$ cat src/rtl/seq_adder_pkg.sv
// Shared types and helpers for the sequential chunked adder/subtractor.
package seq_adder_pkg;

  typedef enum logic [1:0] {
    StIdle = 2'd0,
    StRun  = 2'd1,
    StDone = 2'd2
  } state_e;

  // Bits needed to count NCHUNK chunks; never less than one bit.
  function automatic int unsigned clog2(input int unsigned n);
    int unsigned r;
    r = 1;
    while ((32'd1 << r) < n) begin
      r++;
    end
    return r;
  endfunction

endpackage

$ cat src/rtl/seq_chunk_adder_if.sv
// Operand/result handshake bundle for seq_chunk_adder.
interface seq_chunk_adder_if #(
  parameter int unsigned WIDTH = 8
);
  logic             in_valid;
  logic             in_ready;
  logic [WIDTH-1:0] a;
  logic [WIDTH-1:0] b;
  logic             cin;
  logic             sub;
  logic             out_valid;
  logic             out_ready;
  logic [WIDTH-1:0] sum;
  logic             cout;
  logic             ovf;
  logic             busy;

  // Producer/consumer side driving operands and accepting results.
  modport master (
    output in_valid, a, b, cin, sub, out_ready,
    input  in_ready, out_valid, sum, cout, ovf, busy
  );

  // Adder side.
  modport slave (
    input  in_valid, a, b, cin, sub, out_ready,
    output in_ready, out_valid, sum, cout, ovf, busy
  );
endinterface

$ cat src/rtl/chunk_add.sv
// Combinational CHUNK-bit ripple-carry slice.
module chunk_add #(
  parameter int unsigned CHUNK = 1
) (
  input  logic [CHUNK-1:0] i_x,
  input  logic [CHUNK-1:0] i_y,
  input  logic             i_ci,
  output logic [CHUNK-1:0] o_s,
  output logic             o_co,
  output logic             o_c_msb
);

  logic [CHUNK:0] w_c;

  // Ripple through the slice one full adder per bit.
  always_comb begin
    w_c    = '0;
    o_s    = '0;
    w_c[0] = i_ci;
    for (int i = 0; i < int'(CHUNK); i++) begin
      o_s[i]   = i_x[i] ^ i_y[i] ^ w_c[i];
      w_c[i+1] = (i_x[i] & i_y[i]) | (i_x[i] & w_c[i]) | (i_y[i] & w_c[i]);
    end
  end

  assign o_co    = w_c[CHUNK];
  assign o_c_msb = w_c[CHUNK-1];

endmodule

$ cat src/rtl/seq_chunk_adder.sv
// Multi-cycle adder/subtractor: WIDTH-bit operands processed CHUNK bits per clock, LSB first.
module seq_chunk_adder
  import seq_adder_pkg::*;
#(
  parameter int unsigned WIDTH = 8,
  parameter int unsigned CHUNK = 1
) (
  input logic           clk,
  input logic           rst_n,
  seq_chunk_adder_if.slave bus
);

  localparam int unsigned NCHUNK = (CHUNK == 0) ? 1 : WIDTH / CHUNK;
  localparam int unsigned CW     = clog2(NCHUNK);

  if (CHUNK == 0 || WIDTH < 2 || (WIDTH % CHUNK) != 0) begin : g_bad_params
    $error("seq_chunk_adder: WIDTH must be >= 2 and a multiple of CHUNK");
  end

  state_e           r_state;
  state_e           w_state_d;
  logic [WIDTH-1:0] r_opa;
  logic [WIDTH-1:0] r_opb;
  logic [WIDTH-1:0] r_acc;
  logic             r_carry;
  logic [CW-1:0]    r_k;
  logic [WIDTH-1:0] r_sum;
  logic             r_cout;
  logic             r_ovf;

  logic [CHUNK-1:0] w_s;
  logic             w_co;
  logic             w_c_msb;
  logic [WIDTH-1:0] w_acc_d;
  logic             w_last;
  logic             w_accept;

  assign w_last   = (r_k == CW'(NCHUNK - 1));
  assign w_accept = bus.in_valid && (r_state == StIdle);

  chunk_add #(
    .CHUNK (CHUNK)
  ) u_chunk_add (
    .i_x     (r_opa[CHUNK-1:0]),
    .i_y     (r_opb[CHUNK-1:0]),
    .i_ci    (r_carry),
    .o_s     (w_s),
    .o_co    (w_co),
    .o_c_msb (w_c_msb)
  );

  // New sum bits enter at the top so the first (LSB) chunk ends up at bit 0.
  if (CHUNK == WIDTH) begin : g_acc_full
    assign w_acc_d = w_s;
  end else begin : g_acc_part
    assign w_acc_d = {w_s, r_acc[WIDTH-1:CHUNK]};
  end

  // State register.
  always_ff @(posedge clk or negedge rst_n) begin
    if (!rst_n) begin
      r_state <= StIdle;
    end else begin
      r_state <= w_state_d;
    end
  end

  // Next-state logic.
  always_comb begin
    w_state_d = r_state;
    unique case (r_state)
      StIdle:  if (bus.in_valid)  w_state_d = StRun;
      StRun:   if (w_last)        w_state_d = StDone;
      StDone:  if (bus.out_ready) w_state_d = StIdle;
      default:                    w_state_d = StIdle;
    endcase
  end

  // Operand shifting, carry chain and result capture; outputs only move on the final chunk.
  always_ff @(posedge clk or negedge rst_n) begin
    if (!rst_n) begin
      r_opa   <= '0;
      r_opb   <= '0;
      r_acc   <= '0;
      r_carry <= 1'b0;
      r_k     <= '0;
      r_sum   <= '0;
      r_cout  <= 1'b0;
      r_ovf   <= 1'b0;
    end else if (w_accept) begin
      r_opa   <= bus.a;
      r_opb   <= bus.sub ? ~bus.b : bus.b;
      r_carry <= bus.cin ^ bus.sub;
      r_k     <= '0;
      r_acc   <= '0;
    end else if (r_state == StRun) begin
      r_opa   <= r_opa >> CHUNK;
      r_opb   <= r_opb >> CHUNK;
      r_acc   <= w_acc_d;
      r_carry <= w_co;
      r_k     <= r_k + CW'(1);
      if (w_last) begin
        r_sum  <= w_acc_d;
        r_cout <= w_co;
        r_ovf  <= w_c_msb ^ w_co;
      end
    end
  end

  assign bus.in_ready  = (r_state == StIdle);
  assign bus.out_valid = (r_state == StDone);
  assign bus.busy      = (r_state != StIdle);
  assign bus.sum       = r_sum;
  assign bus.cout      = r_cout;
  assign bus.ovf       = r_ovf;

endmodule

$ cat src/flat_wrapper.sv
// flat-port wrapper written by rule: the top's interface ports become plain ports
module seq_chunk_adder_flat import seq_adder_pkg::*;
#(
  parameter int unsigned WIDTH = 8,
  parameter int unsigned CHUNK = 1
)
  (clk, rst_n, bus_in_valid, bus_a, bus_b, bus_cin, bus_sub, bus_out_ready, bus_in_ready, bus_out_valid, bus_sum, bus_cout, bus_ovf, bus_busy);
  seq_chunk_adder_if #(.WIDTH(WIDTH)) bus_i ();
  input logic clk;
  input logic rst_n;
  input wire logic [$bits(bus_i.in_valid)-1:0] bus_in_valid;
  input wire logic [$bits(bus_i.a)-1:0] bus_a;
  input wire logic [$bits(bus_i.b)-1:0] bus_b;
  input wire logic [$bits(bus_i.cin)-1:0] bus_cin;
  input wire logic [$bits(bus_i.sub)-1:0] bus_sub;
  input wire logic [$bits(bus_i.out_ready)-1:0] bus_out_ready;
  output wire logic [$bits(bus_i.in_ready)-1:0] bus_in_ready;
  output wire logic [$bits(bus_i.out_valid)-1:0] bus_out_valid;
  output wire logic [$bits(bus_i.sum)-1:0] bus_sum;
  output wire logic [$bits(bus_i.cout)-1:0] bus_cout;
  output wire logic [$bits(bus_i.ovf)-1:0] bus_ovf;
  output wire logic [$bits(bus_i.busy)-1:0] bus_busy;
  assign bus_i.in_valid = bus_in_valid;
  assign bus_i.a = bus_a;
  assign bus_i.b = bus_b;
  assign bus_i.cin = bus_cin;
  assign bus_i.sub = bus_sub;
  assign bus_i.out_ready = bus_out_ready;
  assign bus_in_ready = bus_i.in_ready;
  assign bus_out_valid = bus_i.out_valid;
  assign bus_sum = bus_i.sum;
  assign bus_cout = bus_i.cout;
  assign bus_ovf = bus_i.ovf;
  assign bus_busy = bus_i.busy;
  seq_chunk_adder #(.WIDTH(WIDTH), .CHUNK(CHUNK)) u_core (.clk(clk), .rst_n(rst_n), .bus(bus_i));
endmodule
$ cat config.mk
export PLATFORM = sky130hd
export DESIGN_NAME = seq_chunk_adder_flat
export DESIGN_NICKNAME = d
export VERILOG_FILES = /design/src/rtl/seq_adder_pkg.sv /design/src/rtl/seq_chunk_adder_if.sv /design/src/rtl/chunk_add.sv /design/src/rtl/seq_chunk_adder.sv /design/src/flat_wrapper.sv
export SDC_FILE = /design/constraint.sdc
export NUM_CORES = 1
export LEC_CHECK = 0
export CORE_ASPECT_RATIO = 0.75
export CORE_MARGIN = 2
export CORE_UTILIZATION = 46
export CTS_CLUSTER_SIZE = 20
export DETAILED_ROUTE_END_ITERATION = 7
export PLACE_DENSITY = 0.77
export REMOVE_ABC_BUFFERS = 1
export SYNTH_ARGS = -nofsm -noshare
export SYNTH_HDL_FRONTEND = slang
export SYNTH_SLANG_ARGS = --single-unit
$ cat constraint.sdc
create_clock -name clk -period 1.5 [get_ports clk]
set_clock_uncertainty 0.2 [all_clocks]
set_input_delay 0.3 -clock clk [delete_from_list [all_inputs] [get_ports clk]]
set_output_delay 0.3 -clock clk [all_outputs]
set_load 0.05 [all_outputs]
After elaboration in Yosys (flattened, before gate mapping)

Cells that the tools add are included.

Logic and storage cells: 48
Input bits: 22
Bits in registers: 40
Output and inout bits: 13

Equality and inequality tests: 6
Bitwise operators: 11
$add $sub $neg: 1
Reduce and logical (&&, ||, !) cells: 6
Mux-type cells: 15

Operators with widths:

| operator                                       | count |
|---|---|
| two-way mux 8 bit                              | 7 |
| NOT 8 bit                                      | 1 |
| two-way mux 2 bit                              | 3 |
| two-way mux 3 bit                              | 2 |
| case mux 2 bit (3 select lines)                | 1 |
| AND reduction 3 bit                            | 2 |
| != test 2 bit (second input constant)          | 2 |
| nonzero test 2 bit                             | 2 |
| XOR 1 bit                                      | 4 |
| adder 3 x 1 -> 3 bit (second input constant)   | 1 |
| bitwise AND 1 bit                              | 3 |
| == test 3 bit (second input constant)          | 1 |
| == test 2 x 1 -> 1 bit (second input constant) | 1 |
| == test 2 bit (second input constant)          | 1 |
| zero test 2 bit                                | 1 |
| two-way mux 1 bit                              | 2 |
| != test 2 x 1 -> 1 bit (second input constant) | 1 |
| bitwise OR 1 bit                               | 2 |
| logical AND 1 bit                              | 1 |
| NOT 1 bit                                      | 1 |

Logic depth before layout (Yosys ltp)

Gate-level depths: netlist of the first run.

Depth after elaboration: 5
Gate-level depth with buffers: 6
Mapped depth without buffers: 5

By module

A second synthesis of the first run with hierarchy kept.

Cells, all modules: 159
Area, all modules: 1736.7 µm²

Modules (own cells, without submodules):

| module          | times used | area each (µm²) | sequential area each (µm²) | cells each |
|---|---|---|---|---|
| seq_chunk_adder | 1          | 1709.1          | 975.9                      | 157 |
| chunk_add       | 1          | 27.5            | 0.0                        | 2 |

Worst setup path before layout of the first run

No wires, ideal clock.

Path type: reg-to-output
Start: register u_core.r_state[1]
End: output bus_in_ready
Stages on the path, launching flop included: 3
Path buffers: 0
Path slack: -232 ps
Required time: 1000 ps
Arrival time: 1232 ps
Cells stage by stage: dfrtp_1 > or2_2 > inv_1

Longest elaborated chain between the ends: 1

Ends and longest elaborated chain:

| what                     | line                   | source |
|---|---|---|
| start: declaration       | seq_chunk_adder.sv:20  | `state_e r_state;` |
| start signal: assignment | seq_chunk_adder.sv:62  | `r_state <= StIdle;` |
| start signal: assignment | seq_chunk_adder.sv:64  | `r_state <= w_state_d;` |
| zero test 2 bit          | seq_chunk_adder.sv:110 | `assign bus.in_ready = (r_state == StIdle);` |
| end: declaration         | flat_wrapper.sv:17     | `output wire logic [$bits(bus_i.in_ready)-1:0] bus_in_ready;` |

No other way between the ends.

Final worst setup path of the first run

Start: register u_core.r_state[0]
End: output bus_in_ready

Same word-level chain as after synthesis.

==> results of run 1 <==
layer usage:
| metal | up-vias | GRT usage |
|---|---|---|
| li1 | 654 | - |
| met1 | 673 | 0.222 |
| met2 | 52 | 0.344 |
| met3 | 8 | 0.0670 |
| met4 | 0 | 0.0545 |
| met5 | - | 0 |
registers in the layout (all words and copies together) (netlist names):
| name | count |
|---|---|
| u_core.bus.cout | 1 |
| u_core.r_k | 3 |
| u_core.bus.sum | 8 |
| u_core.r_state | 2 |
| u_core.r_opb | 8 |
| u_core.r_opa | 8 |
| u_core.bus.ovf | 1 |
| u_core.r_acc | 7 |
| u_core.r_carry | 1 |
logic make-up after synthesis:
kind of cell,Yosys count,share of synthesized area
fa+ha+maj,3,0.0250
buf+inv,11,0.0451
xor+xnor,10,0.0486
mux,17,0.115
compound gates,31,0.0985
simple gates,52,0.126
flops,39,0.541
cells in the final DEF, fill, tap and decap left out, types with 2 or more instances in the layout:
cell type	synthesis	layout
ha_4	0	2
buf_4	4	12
clkbuf_16	0	2
buf_6	3	2
mux2i_1	8	8
nand2_1	46	45
xor2_1	9	9
clkdlybuf4s50_1	0	20
mux2_4	7	9
buf_12	0	17
dfrtp_1	39	38
clkbuf_8	0	5
a22oi_1	7	7
o21ai_1	19	20
path summary, 6_finish.rpt:
| kind | startpoint | end | cells past startpoint |
|---|---|---|---|
| worst max-delay path | u_core.r_state[0]$_DFFE_PN0P_ | bus_in_ready | 3 |
| worst min-delay path | u_core.r_opa[2]$_DFFE_PN0P_ | u_core.r_opa[2]$_DFFE_PN0P_ | 2 |
| worst max register to register | u_core.r_k[1]$_DFFE_PN0P_ | u_core.bus.cout$_DFFE_PN0P_ | 5 |
| worst min register to register | u_core.r_opa[2]$_DFFE_PN0P_ | u_core.r_opa[2]$_DFFE_PN0P_ | 2 |
| max in group asynchronous | rst_n | u_core.r_state[0]$_DFFE_PN0P_ | 3 |
| min in group asynchronous | rst_n | u_core.bus.sum[2]$_DFFE_PN0P_ | 3 |
power by group through the flow:
stage,sequential [mW],clock [mW],combinational [mW]
2_1_floorplan,2.15,0,1.15
5_1_grt,1.93,0.697,3.31
3_5_place_dp,1.89,0,2.66
6_report,1.88,0.637,3.10
4_1_cts,1.86,0.654,2.86
3_3_place_gp,1.85,0,2.58
worst max-delay path, cell delays in order, from the launching register on:
cell     delay, ns
dfrtp_2       0.43
or2_4         0.24
inv_2         0.07
buf_12        0.13
stage by stage:
stage | setup TNS, ns | util
3_5_place_dp | -6.04 | 0.643
5_1_grt | -5.81 | 0.726
4_1_cts | -2.13 | 0.697
2_1_floorplan | -7.93 | -
3_3_place_gp | -5.02 | 0.643
6_report | -4.11 | 0.726
final cells by class:
type                    count  area (um2)
clock buffers               6        72.6
fillers                   246        1020
inverters                   2        7.51
multi-input cells         113         810
flip-flops and latches     39         977
well taps                  52        65.1
repair buffers             57         761
what timing repair did:
| action | in CTS | in global routing |
|---|---|---|
| gates resized for setup | 14 | 7 |
| endpoints found under the setup margin | 14 | 42 |
| gates cloned | 1 | 3 |
| endpoints found under the hold margin | 39 | 0 |
| hold buffers | 1 | 0 |
| pin swaps | 3 | 1 |
| setup buffers | 6 | 2 |
==> summary.txt, run 1 <==
Status
  – Status: complete, but fails checks
  – Failing checks: negative setup slack

Route
  – Antenna Nets Post-Route: 0
  – M1 WL: 1690 um
  – WL per Instance: 15.6 um
  – Drt via density: 5.16
  – Max layer used: met4
  – Vias: 1,387
  – Initial DRT Pass Iterations: 4
  – Initial DRC Count: 120
  – Met2 WL: 2160 um
  – DRC: 0
  – Routed wl met3: 296 um
  – Final wirelength: 4190 um

Yosys
  – Synth unique cells: 23
  – Avg Synthesized Cell Area: 11.1 um2
  – Ys async rst share: 1.00
  – Mapped Cells: 163
  – Ys Warns: 0
  – Mapped cell area: 0.00180 mm2
  – Number of synthesized register bits: 39
  – Area contributors post-synth: dfrtp_1 (54%), nand2_1 (9.6%), mux2_4 (5.8%)
  – Synth area leader: dfrtp_1
  – Top cell type's share of synthesized area: 0.541
  – Most common cell in the netlist: nand2_1
  – Seq/Total Area, Yosys: 0.541
  – Main synth FF type: dfrtp_1
  – Commonest cells post-synth: nand2_1 (46), dfrtp_1 (39), o21ai_1 (19), xor2_1 (9), mux2i_1 (8)
  – EDFF count, synth: 0

Power and ir drop
  – Sequential power share: 0.335
  – Sw Ratio: 0.392
  – Cell Pwr Density: 2090 mW/mm2
  – Comb pwr share: 0.552
  – Internal power: 3.42 mW
  – IR drop worst, VDD: 1010 uV
  – Clk network pwr share: 0.113
  – Leak: 1.28 nW
  – Tot Pwr: 5.62 mW
  – P_sw: 2.20 mW

Place
  – IO Port Bufs: 34
  – Placed cell count: 250
  – Dpl ws: -0.215 ns
  – Detailed placement HPWL: 2390 um
  – DP Area: 0.00238 mm2
  – Final estimated routing congestion in global placement: 0.721

Finish
  – Layout Cells excl Fill: 269
  – Area Overhead vs Synth: 49.3%
  – Antenna cells: 0
  – Layout cells sized above 1: 0.286
  – Final non-filler cell area: 0.00269 mm2
  – NumNets Final: 243

Setup path
  – R2R Setup Slk: -0.13 ns
  – CP Max Fanout: 4
  – Startpoint types: flip-flop
  – CP endpoint kind: output port
  – CP required: 1.00 ns
  – Crit path kind: flip-flop to output port
  – Arrival @ worst endpoint: 1.16 ns

STA
  – Hold Fails Final Rpt: 0
  – Fin crit share: 1.11
  – Unrepaired setup endpoints after global routing: true
  – Worst-margin pin slew: 0.341 ns
  – Fin. max-slew vios: 0
  – Hold_ws: 0.288 ns
  – Post-layout worst setup margin: -0.159 ns
  – Final min period: 1.66 ns
  – Max Clock Freq: 603 MHz
  – Rel. slew slack: 0.772
  – Setup Viol. Count Final: 40

Clock network
  – CTS Buf Count: 5
  – Clk_lat worst skew: 0.29 ns
  – Clk slew on worst S/H paths: 0.07 ns
  – CTS tree: done
  – CTS Root Cell: clkbuf_8
  – Clock sinks: 39
  – H-tree levels: 2
  – Clock tree buffer depth: 2

GRT
  – Largest net degree at the start of global routing: 40
  – GR Overflow Total: 0
  – Initial antenna violation count: 0
  – First-pass GRT wire length: 6440 um
  – GR Util All Layers: 0.192
  – Vias in the first global route: 1,344

Floorplanning
  – # rows: 19
  – Initial core utilization: 0.486
  – Full die area: 0.00444 mm2
  – Core area: 0.00371 mm2
  – Die W: 76.3 um
  – # IOs: 35
  – Die Height: 58.2 um

Run
  – Max-cap violations: 0

Worst hold path
  – Hold Crit Class: flip-flop to flip-flop
Power figures use the tool's default switching activity.
==> run 2, diff against run 1 <==
--- a/config.mk
+++ b/config.mk
@@ -10,8 +10,10 @@
 export CORE_UTILIZATION = 46
 export CTS_CLUSTER_SIZE = 20
 export DETAILED_ROUTE_END_ITERATION = 7
+export GPL_TIMING_DRIVEN = 0
 export PLACE_DENSITY = 0.77
 export REMOVE_ABC_BUFFERS = 1
+export SKIP_CTS_REPAIR_TIMING = 1
 export SYNTH_ARGS = -nofsm -noshare
 export SYNTH_HDL_FRONTEND = slang
 export SYNTH_SLANG_ARGS = --single-unit
==> run 2 against run 1 <==
Compared with the run above:
- largest power group unchanged
- sequential share of layout area increased by 3.3 points
- die area is the same
- worst setup slack worse by 0.12 ns
- combinational power fell by 16%
- wire length decreased by 5.8%
- total power decreased by 8.3%
- register-to-register slack got worse by 0.06 ns
- via count down 0.43%
- global-route usage decreased by 2.6 points
- the run ends with negative hold slack, negative setup slack left
- clock power is 9.1% higher
==> summary.txt, run 2 (same netlist as run 1, synthesis figures left out) <==
Setup path
  – R2R depth: 4
  – CP required: 1.00 ns
  – R2R Setup Slk: -0.19 ns
  – Reg2reg end: u_core.r_carry$_DFFE_PN0P_
  – Arrival @ worst endpoint: 1.28 ns
  – Crit path kind: flip-flop to output port
  – CP endpoint kind: output port
  – CP max stage cell: dfrtp_2
  – Startpoint types: flip-flop
  – Max incr delay on CP: 0.47 ns
  – Critical path, cell by cell: or2_4 > inv_2 > buf_8
  – CP Max Fanout: 5
  – Worst flop-to-flop path startpoint: u_core.r_state[0]$_DFFE_PN0P_

STA
  – Rel. slew slack: 0.427
  – Post-layout worst setup margin: -0.282 ns
  – Hold Fails Final Rpt: 39
  – Fin crit share: 1.19
  – Hold_ws: -0.0931 ns
  – Fin. max-slew vios: 0
  – Max Clock Freq: 561 MHz
  – TNS Setup: -2.70 ns
  – Worst-margin pin slew: 0.860 ns
  – Setup Viol. Count Final: 36
  – Final min period: 1.78 ns
  – Unrepaired setup endpoints after global routing: true

GRT
  – First-pass GRT wire length: 5520 um
  – GR Overflow Total: 0
  – Largest net degree at the start of global routing: 40
  – GR Util All Layers: 0.166
  – Vias in the first global route: 1,184
  – Initial antenna violation count: 0

Clock network
  – CTS tree: done
  – Clk_lat worst skew: 0.30 ns
  – Clock sinks: 39
  – Clock tree buffer depth: 2
  – Clk slew on worst S/H paths: 0.07 ns
  – CTS Buf Count: 5
  – H-tree levels: 2
  – CTS Root Cell: clkbuf_8

Place
  – IO Port Bufs: 34
  – Final estimated routing congestion in global placement: 0.717
  – DP Area: 0.00213 mm2
  – Detailed placement HPWL: 2180 um

Power and ir drop
  – Tot Pwr: 5.16 mW
  – P_sw: 2.16 mW
  – Cell Pwr Density: 2090 mW/mm2
  – Comb pwr share: 0.506
  – Sw Ratio: 0.420
  – Sequential power share: 0.360
  – IR drop worst, VDD: 912 uV
  – Internal power: 2.99 mW
  – Leak: 1.20 nW
  – Clk network pwr share: 0.135

Finish
  – Fill count: 290
  – Area Overhead vs Synth: 37.1%
  – Final core utilization: 0.667
  – Layout cells sized above 1: 0.317
  – Most common cell after layout, fill and taps aside: nand2_1
  – Reg area: 978 um2
  – Most frequent cells in the layout: nand2_1 (46), dfrtp_1 (37), clkdlybuf4s50_1 (20)
  – Multi-input gate area: 862 um2
  – Final non-filler cell area: 0.00247 mm2
  – Antenna cells: 0
  – NumNets Final: 242

Route
  – M1 WL: 1720 um
  – Initial DRC Count: 102
  – Initial DRT Pass Iterations: 4
  – Antenna Nets Post-Route: 0
  – Routed wl met3: 171 um
  – DRC: 0
  – Vias: 1,381
  – WL per Instance: 14.6 um
  – Max layer used: met4
  – Final wirelength: 3950 um
  – Met2 WL: 1960 um
  – Drt via density: 5.11

Floorplanning
  – Die Height: 58.2 um
  – # IOs: 35
  – Full die area: 0.00444 mm2
  – # rows: 19
  – Initial core utilization: 0.486
  – Core area: 0.00371 mm2
  – Die W: 76.3 um

Status
  – Status: complete, but fails checks
  – Failing checks: negative hold slack, negative setup slack

Worst hold path
  – Hold Crit Class: primary input to asynchronous set/reset pin

Run
  – Max-cap violations: 0
run 2: cell types whose count changed in the layout (fill, tap and decap cells not counted), moves of 2 or more:
cell / change
buf_12: -15
o21ai_0: +2
a22oi_2: +4
buf_4: +4
clkbuf_2: +9
a22oi_1: -4
buf_6: +2
clkbuf_16: -2
run 2: area by class of cell:
type | instances | share of cell area
well taps | 52 | 0.0263
clock inverters | 1 | 0.00202
repair buffers | 54 | 0.193
flip-flops and latches | 39 | 0.396
clock buffers | 7 | 0.0309
multi-input cells | 115 | 0.349
inverters | 2 | 0.00304
run 2: worst max-delay path by stage:
stage,from,end,slack (ns),depth (start not counted)
after floorplan,u_core.r_state[0]$_DFFE_PN0P_,u_core.r_opb[5]$_DFFE_PN0P_,-0.36,3
after global placement,rst_n,u_core.r_opb[3]$_DFFE_PN0P_,-0.94,1
after detailed placement,bus_in_valid,u_core.r_acc[5]$_DFFE_PN0P_,-0.89,3
after CTS,u_core.r_state[1]$_DFFE_PN0P_,bus_in_ready,-0.99,3
after global routing,u_core.r_state[1]$_DFFE_PN0P_,bus_in_ready,-0.29,3
final,u_core.r_state[1]$_DFFE_PN0P_,bus_in_ready,-0.28,3
run 2: metrics by stage:
step                      std cells  setup slack (ns)
after global placement          240            -0.943
final                           270            -0.282
after floorplan                 154            -0.357
after detailed placement        240            -0.894
after CTS                       248            -0.986
after global routing            270            -0.290
run 2: worst max-delay path: cells and delay by family (launching register included):
kind                   cells  cell delay (ns)
buffers and inverters      2             0.22
flip-flops                 1             0.47
AND/OR/NAND/NOR            1             0.28
run 2: layer usage:
metal / track usage / up-vias
met1: 0.204 / 674
li1: - / 656
met5: 0 / -
met4: 0.0935 / 0
met2: 0.268 / 42
met3: 0.0483 / 9
run 2: power groups by stage:
stage	sequential, mW	combinational (mW)	clock (mW)
floorplan	2.15	1.15	0
detailed placement	1.84	2.13	0
CTS	1.82	2.14	0.711
global route	1.91	2.81	0.748
finish	1.85	2.61	0.695
global placement	1.79	2.06	0
==> run 3, diff against run 2 <==
--- a/config.mk
+++ b/config.mk
@@ -5,13 +5,14 @@
 export SDC_FILE = /design/constraint.sdc
 export NUM_CORES = 1
 export LEC_CHECK = 0
+export ABC_CLOCK_PERIOD_IN_PS = 1500
 export CORE_ASPECT_RATIO = 0.75
 export CORE_MARGIN = 2
-export CORE_UTILIZATION = 46
+export CORE_UTILIZATION = 45
 export CTS_CLUSTER_SIZE = 20
 export DETAILED_ROUTE_END_ITERATION = 7
 export GPL_TIMING_DRIVEN = 0
-export PLACE_DENSITY = 0.77
+export PLACE_DENSITY = 0.76
 export REMOVE_ABC_BUFFERS = 1
 export SKIP_CTS_REPAIR_TIMING = 1
 export SYNTH_ARGS = -nofsm -noshare
==> run 3 against run 2 <==
Compared with the run above:
- the flow still finishes with violations (negative hold slack, negative setup slack)
- non-clock buffer count decreased by 4
- first-iteration DRC count is 29% lower
- critical endpoint is now bus_out_valid
- critical path depth increased by 1
==> summary.txt, run 3 (same netlist as run 1, synthesis figures left out) <==
GRT
  – Vias in the first global route: 1,227
  – GR Util All Layers: 0.163
  – First-pass GRT wire length: 5640 um
  – Largest net degree at the start of global routing: 40
  – GR Overflow Total: 0
  – Initial antenna violation count: 0

Setup path
  – Crit path kind: flip-flop to output port
  – Arrival @ worst endpoint: 1.19 ns
  – Reg2reg end: u_core.r_opb[2]$_DFFE_PN0P_
  – R2R Setup Slk: -0.09 ns
  – Critical path, cell by cell: buf_4 > nand2b_1 > inv_1 > buf_6
  – Top delay family on crit path: flip-flops
  – CP Max Fanout: 5
  – Max incr delay on CP: 0.43 ns
  – CP required: 1.00 ns
  – Crit path buf inv count: 3
  – Worst flop-to-flop path startpoint: u_core.r_state[0]$_DFFE_PN0P_
  – R2R depth: 4
  – CP endpoint kind: output port
  – Startpoint types: flip-flop
  – Levels on crit path: 4
  – CP max stage cell: dfrtp_2

Worst hold path
  – Hold Crit Class: primary input to asynchronous set/reset pin

Clock network
  – CTS tree: done
  – H-tree levels: 2
  – Clk slew on worst S/H paths: 0.07 ns
  – CTS Buf Count: 5
  – CTS Root Cell: clkbuf_8
  – Clock sinks: 39
  – Clock tree buffer depth: 2
  – Clk_lat worst skew: 0.29 ns

Floorplanning
  – Full die area: 0.00453 mm2
  – Die W: 77.1 um
  – Die Height: 58.8 um
  – # IOs: 35
  – Initial core utilization: 0.480
  – # rows: 19
  – Core area: 0.00376 mm2

STA
  – Final min period: 1.69 ns
  – Fin crit share: 1.12
  – Max Clock Freq: 593 MHz
  – Post-layout worst setup margin: -0.187 ns
  – Unrepaired setup endpoints after global routing: true
  – Rel. slew slack: 0.450
  – Hold Fails Final Rpt: 39
  – Setup Viol. Count Final: 26
  – Fin. max-slew vios: 0
  – Worst-margin pin slew: 0.825 ns
  – Hold_ws: -0.0976 ns

Route
  – Drt via density: 5.12
  – WL per Instance: 14.5 um
  – Initial DRC Count: 72
  – Vias: 1,351
  – Antenna Nets Post-Route: 0
  – Initial DRT Pass Iterations: 4
  – DRC: 0
  – Final wirelength: 3840 um

Power and ir drop
  – Cell Pwr Density: 2080 mW/mm2
  – Tot Pwr: 5.03 mW
  – IR drop worst, VDD: 797 uV
  – Leak: 1.17 nW

Place
  – Dpl ws: -0.921 ns
  – Detailed placement HPWL: 2210 um
  – Placed cell count: 240
  – IO Port Bufs: 34
  – DP Area: 0.00213 mm2
  – Final estimated routing congestion in global placement: 0.709

Finish
  – Layout cells sized above 1: 0.288
  – Most frequent cells in the layout: nand2_1 (46), dfrtp_1 (37), clkdlybuf4s50_1 (20)
  – Antenna cells: 0
  – Final non-filler cell area: 0.00242 mm2
  – NumNets Final: 238
  – Final core utilization: 0.643
  – Most common cell after layout, fill and taps aside: nand2_1
  – Area Overhead vs Synth: 34.0%
  – Layout Cells excl Fill: 264

Status
  – Status: complete, but fails checks
  – Failing checks: negative hold slack, negative setup slack

Run
  – Max-cap violations: 0
run 3: worst max-delay path by stage:
stage / to / slack [ns] / start
after global routing: bus_out_valid / -0.23 / u_core.r_state[1]$_DFFE_PN0P_
after global placement: u_core.r_opa[7]$_DFFE_PN0P_ / -0.86 / rst_n
final: bus_out_valid / -0.19 / u_core.r_state[1]$_DFFE_PN0P_
after floorplan: u_core.r_opb[5]$_DFFE_PN0P_ / -0.36 / u_core.r_state[0]$_DFFE_PN0P_
after CTS: bus_in_ready / -0.93 / u_core.r_state[1]$_DFFE_PN0P_
after detailed placement: u_core.r_opb[1]$_DFFE_PN0P_ / -0.92 / bus_in_valid
run 3: metrics by stage:
stage / setup TNS (ns) / hold WS [ns]
floorplan: -7.93 / -0.196
global placement: -59.76 / 0.260
detailed placement: -29.65 / 0.246
CTS: -26.40 / -0.0623
global route: -3.40 / -0.0189
finish: -1.76 / -0.0976
run 3: metal layers:
metal  share of wire  track usage
met1            0.44        0.220
met2            0.47        0.244
met3           0.063       0.0414
met4           0.026       0.0944
met5               0            0
run 3: where the power goes:
part / total (mW) / switching (mW) / internal (mW) / leakage (nW)
Clock: 0.644 / 0.334 / 0.310 / 0.0371
Combinational: 2.56 / 1.45 / 1.11 / 0.637
Sequential: 1.83 / 0.319 / 1.51 / 0.498
Total: 5.03 / 2.10 / 2.93 / 1.17
run 3: layout make-up:
type | instances | area, um2
tap | 52 | 65.1
fill | 321 | 1340
inverter | 2 | 7.51
clock buffer | 6 | 72.6
sequential | 39 | 978
timing repair buffer | 50 | 443
multi-input combinational | 115 | 850
